File: src/rtl/parity_frame_accum.sv
// Frame parity accumulator: XOR-reduces WIDTH-bit words across a frame and
// presents parity, optional mismatch flag and word count once per frame.
module parity_frame_accum #(
  parameter int WIDTH     = 8,
  parameter int MAX_WORDS = 16,
  parameter int CNT_W     = $clog2(MAX_WORDS + 1)
) (
  input  logic             clk,
  input  logic             rst_n,
  input  logic             in_valid,
  output logic             in_ready,
  input  logic [WIDTH-1:0] in_data,
  input  logic             in_last,
  input  logic             odd_mode,
  input  logic             check_en,
  input  logic             exp_parity,
  output logic             out_valid,
  input  logic             out_ready,
  output logic             out_parity,
  output logic             out_err,
  output logic [CNT_W-1:0] out_count
);

  typedef enum logic {ACCUM, HOLD} state_t;

  localparam logic [CNT_W-1:0] LAST_CNT = CNT_W'(MAX_WORDS);

  state_t           state, state_n;
  logic             acc, acc_n;
  logic [CNT_W-1:0] cnt, cnt_n;
  logic             valid_n, par_n, err_n;
  logic [CNT_W-1:0] count_n;
  logic             acc_beat;
  logic [CNT_W-1:0] cnt_inc;

  // in_ready depends on state only, never on in_valid
  assign in_ready = (state == ACCUM);
  assign acc_beat = acc ^ (^in_data);
  assign cnt_inc  = cnt + 1'b1;

  always_comb begin
    state_n = state;
    acc_n   = acc;
    cnt_n   = cnt;
    valid_n = out_valid;
    par_n   = out_parity;
    err_n   = out_err;
    count_n = out_count;
    case (state)
      ACCUM: begin
        // acc_beat is only consumed on a beat, so X data while idle stays out
        if (in_valid) begin
          if (in_last || (cnt_inc == LAST_CNT)) begin
            par_n   = acc_beat ^ odd_mode;
            err_n   = check_en & (acc_beat ^ odd_mode ^ exp_parity);
            count_n = cnt_inc;
            valid_n = 1'b1;
            acc_n   = 1'b0;
            cnt_n   = '0;
            state_n = HOLD;
          end else begin
            acc_n = acc_beat;
            cnt_n = cnt_inc;
          end
        end
      end
      HOLD: begin
        if (out_ready) begin
          valid_n = 1'b0;
          state_n = ACCUM;
        end
      end
      default: state_n = ACCUM;
    endcase
  end

  always_ff @(posedge clk or negedge rst_n) begin
    if (!rst_n) begin
      state      <= ACCUM;
      acc        <= 1'b0;
      cnt        <= '0;
      out_valid  <= 1'b0;
      out_parity <= 1'b0;
      out_err    <= 1'b0;
      out_count  <= '0;
    end else begin
      state      <= state_n;
      acc        <= acc_n;
      cnt        <= cnt_n;
      out_valid  <= valid_n;
      out_parity <= par_n;
      out_err    <= err_n;
      out_count  <= count_n;
    end
  end

endmodule

File: config.mk
export PLATFORM = sky130hd
export DESIGN_NAME = parity_frame_accum
export DESIGN_NICKNAME = d
export VERILOG_FILES = /design/src/rtl/parity_frame_accum.sv
export SDC_FILE = /design/constraint.sdc
export NUM_CORES = 1
export LEC_CHECK = 0
export BUFFER_PORTS_ARGS = -buffer_cell sky130_fd_sc_hd__clkbuf_2
export CORE_MARGIN = 5
export CORE_UTILIZATION = 49
export CTS_BUF_LIST = sky130_fd_sc_hd__clkbuf_16
export DETAILED_ROUTE_END_ITERATION = 6
export PLACE_DENSITY = 0.83
export SKIP_LAST_GASP = 1
export SYNTH_ARGS = -nofsm -noshare
export SYNTH_HDL_FRONTEND = slang
export SYNTH_SLANG_ARGS = --single-unit
export TNS_END_PERCENT = 10
File: constraint.sdc
create_clock -name clk -period 2.6 [get_ports clk]
set_input_delay 0.13 -clock clk [delete_from_list [all_inputs] [get_ports clk]]
set_output_delay 0.13 -clock clk [all_outputs]
set_load 0.05 [all_outputs]
### After elaboration in Yosys (flattened, before gate mapping)

Index checks and enable logic that the tools add are counted.

* input bits: 16
* output and inout port bits: 9
* flip-flop bits (word level): 15
* word-level logic and storage cells: 32

* reductions and logical operators: 5
* add/subtract/negate cells: 1
* muxes and demuxes: 10
* eq/ne operators: 4
* bitwise gates (word level): 5

Operators with widths (number)
* XOR reduction 8 bit: 1
* two-way mux 1 bit: 7
* AND reduction 3 bit: 2
* adder 5 x 1 -> 5 bit (second input constant): 1
* == test 5 bit (second input constant): 1
* two-way mux 5 bit: 1
* != test 2 bit (second input constant): 2
* case mux 1 bit (2 select lines): 2
* XOR 1 bit: 3
* != test 2 x 1 -> 1 bit (second input constant): 1
* AND reduction 2 bit: 1
* bitwise AND 1 bit: 1
* logical OR 1 bit: 1
* NOT 1 bit: 1

### Longest topological paths before layout

Gate-level depths: netlist of run 1.

* word-level depth: 6
* depth in mapped cells: 7
* depth with buffers taken out: 6

### Least setup slack after synthesis of run 1

OpenSTA, ideal clock, no wires.

* kind: flip-flop to flip-flop
* start point: register cnt[0]
* end point: register out_err
* setup time: 90 ps
* arrival: 1812 ps
* path slack: 698 ps
* required time: 2510 ps
* stages on the path, launching flop included: 8
* cell sequence: dfrtp_1 ha_1 or3_1 o31ai_2 a31oi_4 or2_0 buf_6 o31ai_4

* longest elaborated chain between the ends: 4

RTL lines
* from (decl): line 30 `logic [CNT_W-1:0] cnt, cnt_n;`
* from (signal assigned): line 89 `cnt <= cnt_n;`
* adder 5 x 1 -> 5 bit: line 39 `assign cnt_inc = cnt + 1'b1;`
* == test 5 bit: line 53 `if (in_last || (cnt_inc == LAST_CNT)) begin`
* logical OR 1 bit: line 53
* AND reduction 3 bit (no source line)
* to (signal assigned): line 92 `out_err <= err_n;`
* to (decl): line 20 `output logic out_err,`

No other way between the ends.
A chain may end at the register's enable or synchronous reset.

### Final worst setup path of run 1

Ends and elaborated chain as after synthesis.

==> impl_metrics.csv, run 1 <==
group,metric,value,unit
sta,fin_crit_sh,0.818,
routing,vias,644,
clock_tree,cts_tree,"built",
clock_tree,path_clk_slew,50,ps
place,gp_congestion,0.874,
critical_path,required,2760,ps
synth,ys.flop_type,"dfrtp_1",
sta,setup_violations,0,
synth,seq_area_frac_synth,0.437,
outcome,run_status,"finished, final reports clean",
sta,fmax,470,MHz
synth,syn_inst,80,
clock_tree,htree_levels,1,
sta,period_needed,2130,ps
synth,yosysMostFrequentCell,"dfrtp_1",
place,hpwl,1270,µm
critical_path,reg2regPathDepth,6,
synth,synth_edf_count,0,
power_and_ir_drop,power,0.987,mW
flow_run,cap_violations,0,
power_and_ir_drop,peakVddDrop,648,µV
global_route,grt_antenna_before_repair,0,
floorplanning,rows,15,
routing,wl_per_cell,12.9,µm
sta,worst_slack,474,ps
global_route,grt_pass1_wl,2700,µm
clock_tree,clock_latency,240,ps
clock_tree,cts_sinks,15,
sta,fin_worst_skew,1.18,ps
routing,wirelength,1580,µm
clock_tree,numCtsBuffers,3,
floorplanning,die_area,2690,µm²
power_and_ir_drop,total_leakage_power,0.529,nW
sta,slew_headroom,0.707,
floorplanning,num_io_pins,25,
sta,hold_viol_final,0,
place,place_ws,485,ps
critical_path,critPathArrivalTime,2280,ps
synth,synth.largest_area_cell,"dfrtp_1",
floorplanning,coreArea,1690,µm²
critical_path,crit-reg2reg-launch,"cnt[0]",
floorplanning,die_y,51.9,µm
routing,drt_first_pass_iters,4,
finish,diodes,0,
synth,syn_area,860,µm²
global_route,grt.overflow.total,0,
synth,synth_warnings,0,
routing,drt_iter0_drc,8,
critical_path,rrSetupSlack,470,ps
synth,synth.cells.most_frequent,"dfrtp_1 (15), nand2_1 (11), o21ai_0 (10), xnor2_1 (6), inv_1 (5)",
finish,area_growth,23.9,%
floorplanning,die-width,51.9,µm
hold_path,min-delay-start,"out_ready",
place,io_buffer_count,24,
hold_path,hold_path.class,"in2reg",
global_route,first_global_vias,606,
finish,drive_above_1_share,0.321,
synth,synth_top_area_share,0.437,
finish,fin_nets,125,
routing,drc,0,
synth,synth.avg_cell_area,10.7,µm²
hold_path,hold_end,"state",
sta,slew_violations,0,
critical_path,worst-path-max-fanout,8,
clock_tree,cts_root_buf,"clkbuf_16",
clock_tree,cts_buffer_depth,2,
clock_tree,postCtsSetupBuffers,0,
global_route,grt_usage,0.141,
sta,tightest_slew,440,ps
sta,rsz0062_at_grt,"no",
synth,netlist_top_cells_area,"dfrtp_1 (44%), xnor2_1 (6.1%), o21ai_0 (5.8%)",
routing,viasPerCell,5.24,
critical_path,critPathCaptureType,"flop",
sta,setup_tns,0,ps
global_route,grt_start_max_net_pins,16,
critical_path,reg2reg_to,"out_err",
hold_path,holdPathStages,2,
routing,antenna_left,0,
critical_path,start_kind,"flop",
power_and_ir_drop,p_per_area,927,nW/µm²
synth,synth_nets,98,
synth,synthArstFlopShare,1.00,
critical_path,crit_type,"reg2reg",
synth,yosysUniqueCellTypes,30,
clock_tree,cts_resized,0,
floorplanning,initial_core_util,0.509,
synth,synth_seq_cells,15,
==> area by class of cell <==
cell class | count | area (µm²)
clock buffers | 3 | 75.1
clock inverters | 1 | 5.00
repair buffers | 25 | 130
multi-input cells | 57 | 439
fillers | 139 | 624
inverters | 5 | 18.8
flip-flops and latches | 15 | 375
well taps | 17 | 21.3
==> worst max-delay path: stages, from the launching register on <==
cell     delay, ps
dfrtp_1        450
ha_1           300
nand3_1        130
xnor2_1        350
a31oi_4        170
or2_0          370
o31ai_4        260
==> logic make-up after synthesis <==
group	after synthesis	share of synthesized area
muxes	2	0.0262
and+or+nand+nor	19	0.105
adders and majority gates	2	0.0291
xor gates and xnor gates	11	0.154
AOI/OAI and AO/OA	23	0.197
DFF	15	0.437
buffers and inverters	8	0.0524
==> how the worst max path moves through the flow <==
| stage | from | endpoint | slack, ps | cells after the start |
|---|---|---|---|---|
| after detailed placement | cnt[0] | out_err | 480 | 6 |
| after floorplan | cnt[0] | out_err | 700 | 7 |
| after global placement | cnt[0] | out_err | 600 | 6 |
| after CTS | cnt[0] | out_err | 460 | 6 |
| after global routing | cnt[0] | state | 270 | 6 |
| final | cnt[0] | out_err | 470 | 6 |
==> metrics by stage <==
step / util / cell area [µm²] / std cells / hold slack (ps)
floorplan: - / 860 / 80 / -166
global placement: 0.577 / 975 / 118 / 60.2
detailed placement: 0.577 / 975 / 118 / 64.7
CTS: 0.630 / 1060 / 123 / 87.5
global route: 0.630 / 1060 / 123 / 119
finish: 0.630 / 1060 / 123 / 96.8
==> power breakdown <==
group | internal, mW | switching (mW) | leakage, nW
Clock | 0.205 | 0.0905 | 0.0409
Sequential | 0.282 | 0.0356 | 0.196
Combinational | 0.138 | 0.235 | 0.292
Total | 0.626 | 0.361 | 0.529
==> state kept, by name, summed over array words and instances, names as in the netlist <==
signal and flops:
out_count 5, state 1, out_err 1, out_valid 1
acc 1, cnt 5, out_parity 1
==> cell usage in the layout (no fill, tap or decap) <==
master         instances
nor2_1                 1
inv_1                  5
a311o_1                1
xnor3_1                1
o22ai_1                1
o31ai_4                1
nand3_1                2
o21ai_1                4
xnor2_2                1
a21boi_0               1
mux2_2                 2
xor3_1                 1
nand2_1               11
or3_1                  1
o21ai_0               10
a21oi_1                1
xor2_1                 2
ha_1                   2
xnor2_1                6
o21bai_1               1
nor3b_1                1
a21o_1                 1
a31oi_4                1
and3b_1                1
or2_0                  1
dlygate4sd3_1          1
clkinv_2               1
clkbuf_2              24
o31ai_2                1
clkbuf_16              3
dfrtp_1               15
nand2b_1               1
==> metal layers <==
layer,up-vias,track usage,share of wire
met5,-,0,0
met4,0,0.0742,0.016
met3,2,0.0602,0.078
met2,15,0.207,0.48
met1,298,0.172,0.42
li1,329,-,-
==> repair_timing <==
| action | CTS | global route |
|---|---|---|
| endpoints found under the setup margin | 0 | 0 |
| hold buffers | 1 | 0 |
| hold endpoints to repair | 15 | 0 |
(Power assumes the default switching activity.)
==> run 2, diff against run 1 <==
==> constraint.sdc (replaced) <==
create_clock -name clk -period 2.07 [get_ports clk]
set_input_delay 0.1035 -clock clk [delete_from_list [all_inputs] [get_ports clk]]
set_output_delay 0.1035 -clock clk [all_outputs]
set_load 0.05 [all_outputs]
==> impl_metrics.csv, run 2 (synthesis results as in run 1) <==
group,metric,value,unit
critical_path,crit_slowest_cell,"dfrtp_1",
sta,fmax,508,MHz
routing,drt_iter0_drc,17,
critical_path,crit_type,"reg2reg",
critical_path,crit_family,"simple AND/OR/NAND/NOR gates",
finish,final_common_cell,"clkbuf_2",
sta,slew_headroom,0.754,
sta,setup_tns,0,ps
floorplanning,rows,15,
sta,setup_violations,0,
global_route,grt_start_max_net_pins,16,
sta,worst_slack,102,ps
sta,fin_worst_skew,2.03,ps
floorplanning,num_io_pins,25,
finish,final_cell_mix,"clkbuf_2 (24), dfrtp_1 (15), nand2_1 (11)",
place,hpwl,1300,µm
clock_tree,cts_buffer_depth,2,
global_route,grt_usage,0.136,
critical_path,slowest_delay,420,ps
critical_path,start_kind,"flop",
finish,drive_above_1_share,0.327,
floorplanning,die_y,51.9,µm
place,dpl_cell_area,982,µm²
routing,viasPerCell,5.25,
flow_run,cap_violations,0,
clock_tree,path_clk_slew,40,ps
hold_path,hold_path.class,"in2reg",
global_route,grt.overflow.total,0,
clock_tree,cts_root_buf,"clkbuf_16",
power_and_ir_drop,peakVddDrop,768,µV
critical_path,critPathCaptureType,"flop",
routing,antenna_left,0,
global_route,grt_pass1_wl,2660,µm
place,io_buffer_count,24,
power_and_ir_drop,p_per_area,1140,nW/µm²
routing,vias,651,
outcome,run_status,"finished, final reports clean",
critical_path,critPathArrivalTime,2120,ps
sta,rsz0062_at_grt,"no",
finish,largest_registers,"cnt: 5 flops, out_count: 5 flops",
critical_path,crit-reg2reg-launch,"cnt[1]",
clock_tree,cts_tree,"built",
sta,period_needed,1970,ps
sta,tightest_slew,368,ps
routing,wl_per_cell,12.8,µm
floorplanning,initial_core_util,0.509,
clock_tree,cts_sinks,15,
critical_path,reg2reg_to,"out_err",
critical_path,crit_chain,"ha_1 -> or3_1 -> o31ai_2 -> a31oi_4 -> or2_1 -> o31ai_4",
global_route,first_global_vias,639,
sta,hold_viol_final,0,
clock_tree,numCtsBuffers,3,
clock_tree,htree_levels,1,
place,place_ws,36.4,ps
routing,wirelength,1580,µm
critical_path,worst-path-max-fanout,8,
critical_path,rrSetupSlack,100,ps
critical_path,path_buf_inv,0,
routing,drt_first_pass_iters,4,
power_and_ir_drop,total_leakage_power,0.545,nW
finish,fin_area,1080,µm²
clock_tree,postCtsSetupBuffers,0,
critical_path,endpoint,"out_err",
sta,slew_violations,0,
floorplanning,coreArea,1690,µm²
global_route,grt_antenna_before_repair,0,
critical_path,required,2220,ps
finish,diodes,0,
finish,area_growth,25.5,%
floorplanning,die_area,2690,µm²
routing,drc,0,
critical_path,cp_num_cells,6,
finish,fin_nets,126,
floorplanning,die-width,51.9,µm
place,gp_congestion,0.825,
clock_tree,clock_latency,240,ps
sta,fin_crit_sh,0.951,
critical_path,reg2regPathDepth,6,
critical_path,worstSetupStartpoint,"cnt[1]",
[run 2: cell count changes in the layout (fill, tap and decap cells not counted)]
cell      delta
buf_4        +1
clkinv_2     -1
inv_1        +1
or2_0        -1
or2_1        +1
xnor2_1      -1
xnor2_2      +1
[run 2: per-layer routing]
metal	vias to the layer above	GRT usage	part of all wire
met4	0	0.0786	0.015
met1	307	0.151	0.39
met2	15	0.230	0.53
met3	2	0.0372	0.065
li1	327	-	-
met5	-	0	0
[run 2: layout make-up]
cell class | count | area (µm²)
fillers | 136 | 611
multi-input cells | 57 | 447
flip-flops and latches | 15 | 375
repair buffers | 26 | 138
clock buffers | 3 | 75.1
well taps | 17 | 21.3
inverters | 5 | 18.8
clock inverters | 1 | 3.75
[run 2: metrics by stage]
stage          hold slack (ps)  power (mW)  utilization  cells
3_3_place_gp              37.8       0.875        0.581    119
5_1_grt                   64.6        1.30        0.639    124
6_report                  61.8        1.23        0.639    124
3_5_place_dp              35.5       0.890        0.581    119
2_1_floorplan             -192       0.780            -     80
4_1_cts                   63.2        1.25        0.634    124
[run 2: worst register-to-register path, stage by stage, from the launching register on]
cell     delay [ps]
dfrtp_1         420
ha_1            270
or3_1           340
o31ai_2         100
a31oi_4         170
or2_1           340
o31ai_4         230
[run 2: power breakdown]
part           total [mW]  switching [mW]  internal [mW]
clock network       0.353          0.0990          0.254
registers           0.398          0.0432          0.355
logic               0.481           0.302          0.179
total                1.23           0.444          0.788
[run 2: worst min-delay path by stage]
stage          slack, ps  cells after the start            to      start
2_1_floorplan       -190                      0           acc      rst_n
3_3_place_gp          40                      1        cnt[2]      rst_n
3_5_place_dp          40                      1  out_count[2]      rst_n
4_1_cts               60                      2         state  out_ready
5_1_grt               60                      2         state  out_ready
6_report              60                      2         state  out_ready
[run 2: repair_timing]
action,CTS,global route
hold buffers,1,0
resized for setup,0,2
setup endpoints to repair,0,10
endpoints found under the hold margin,15,0
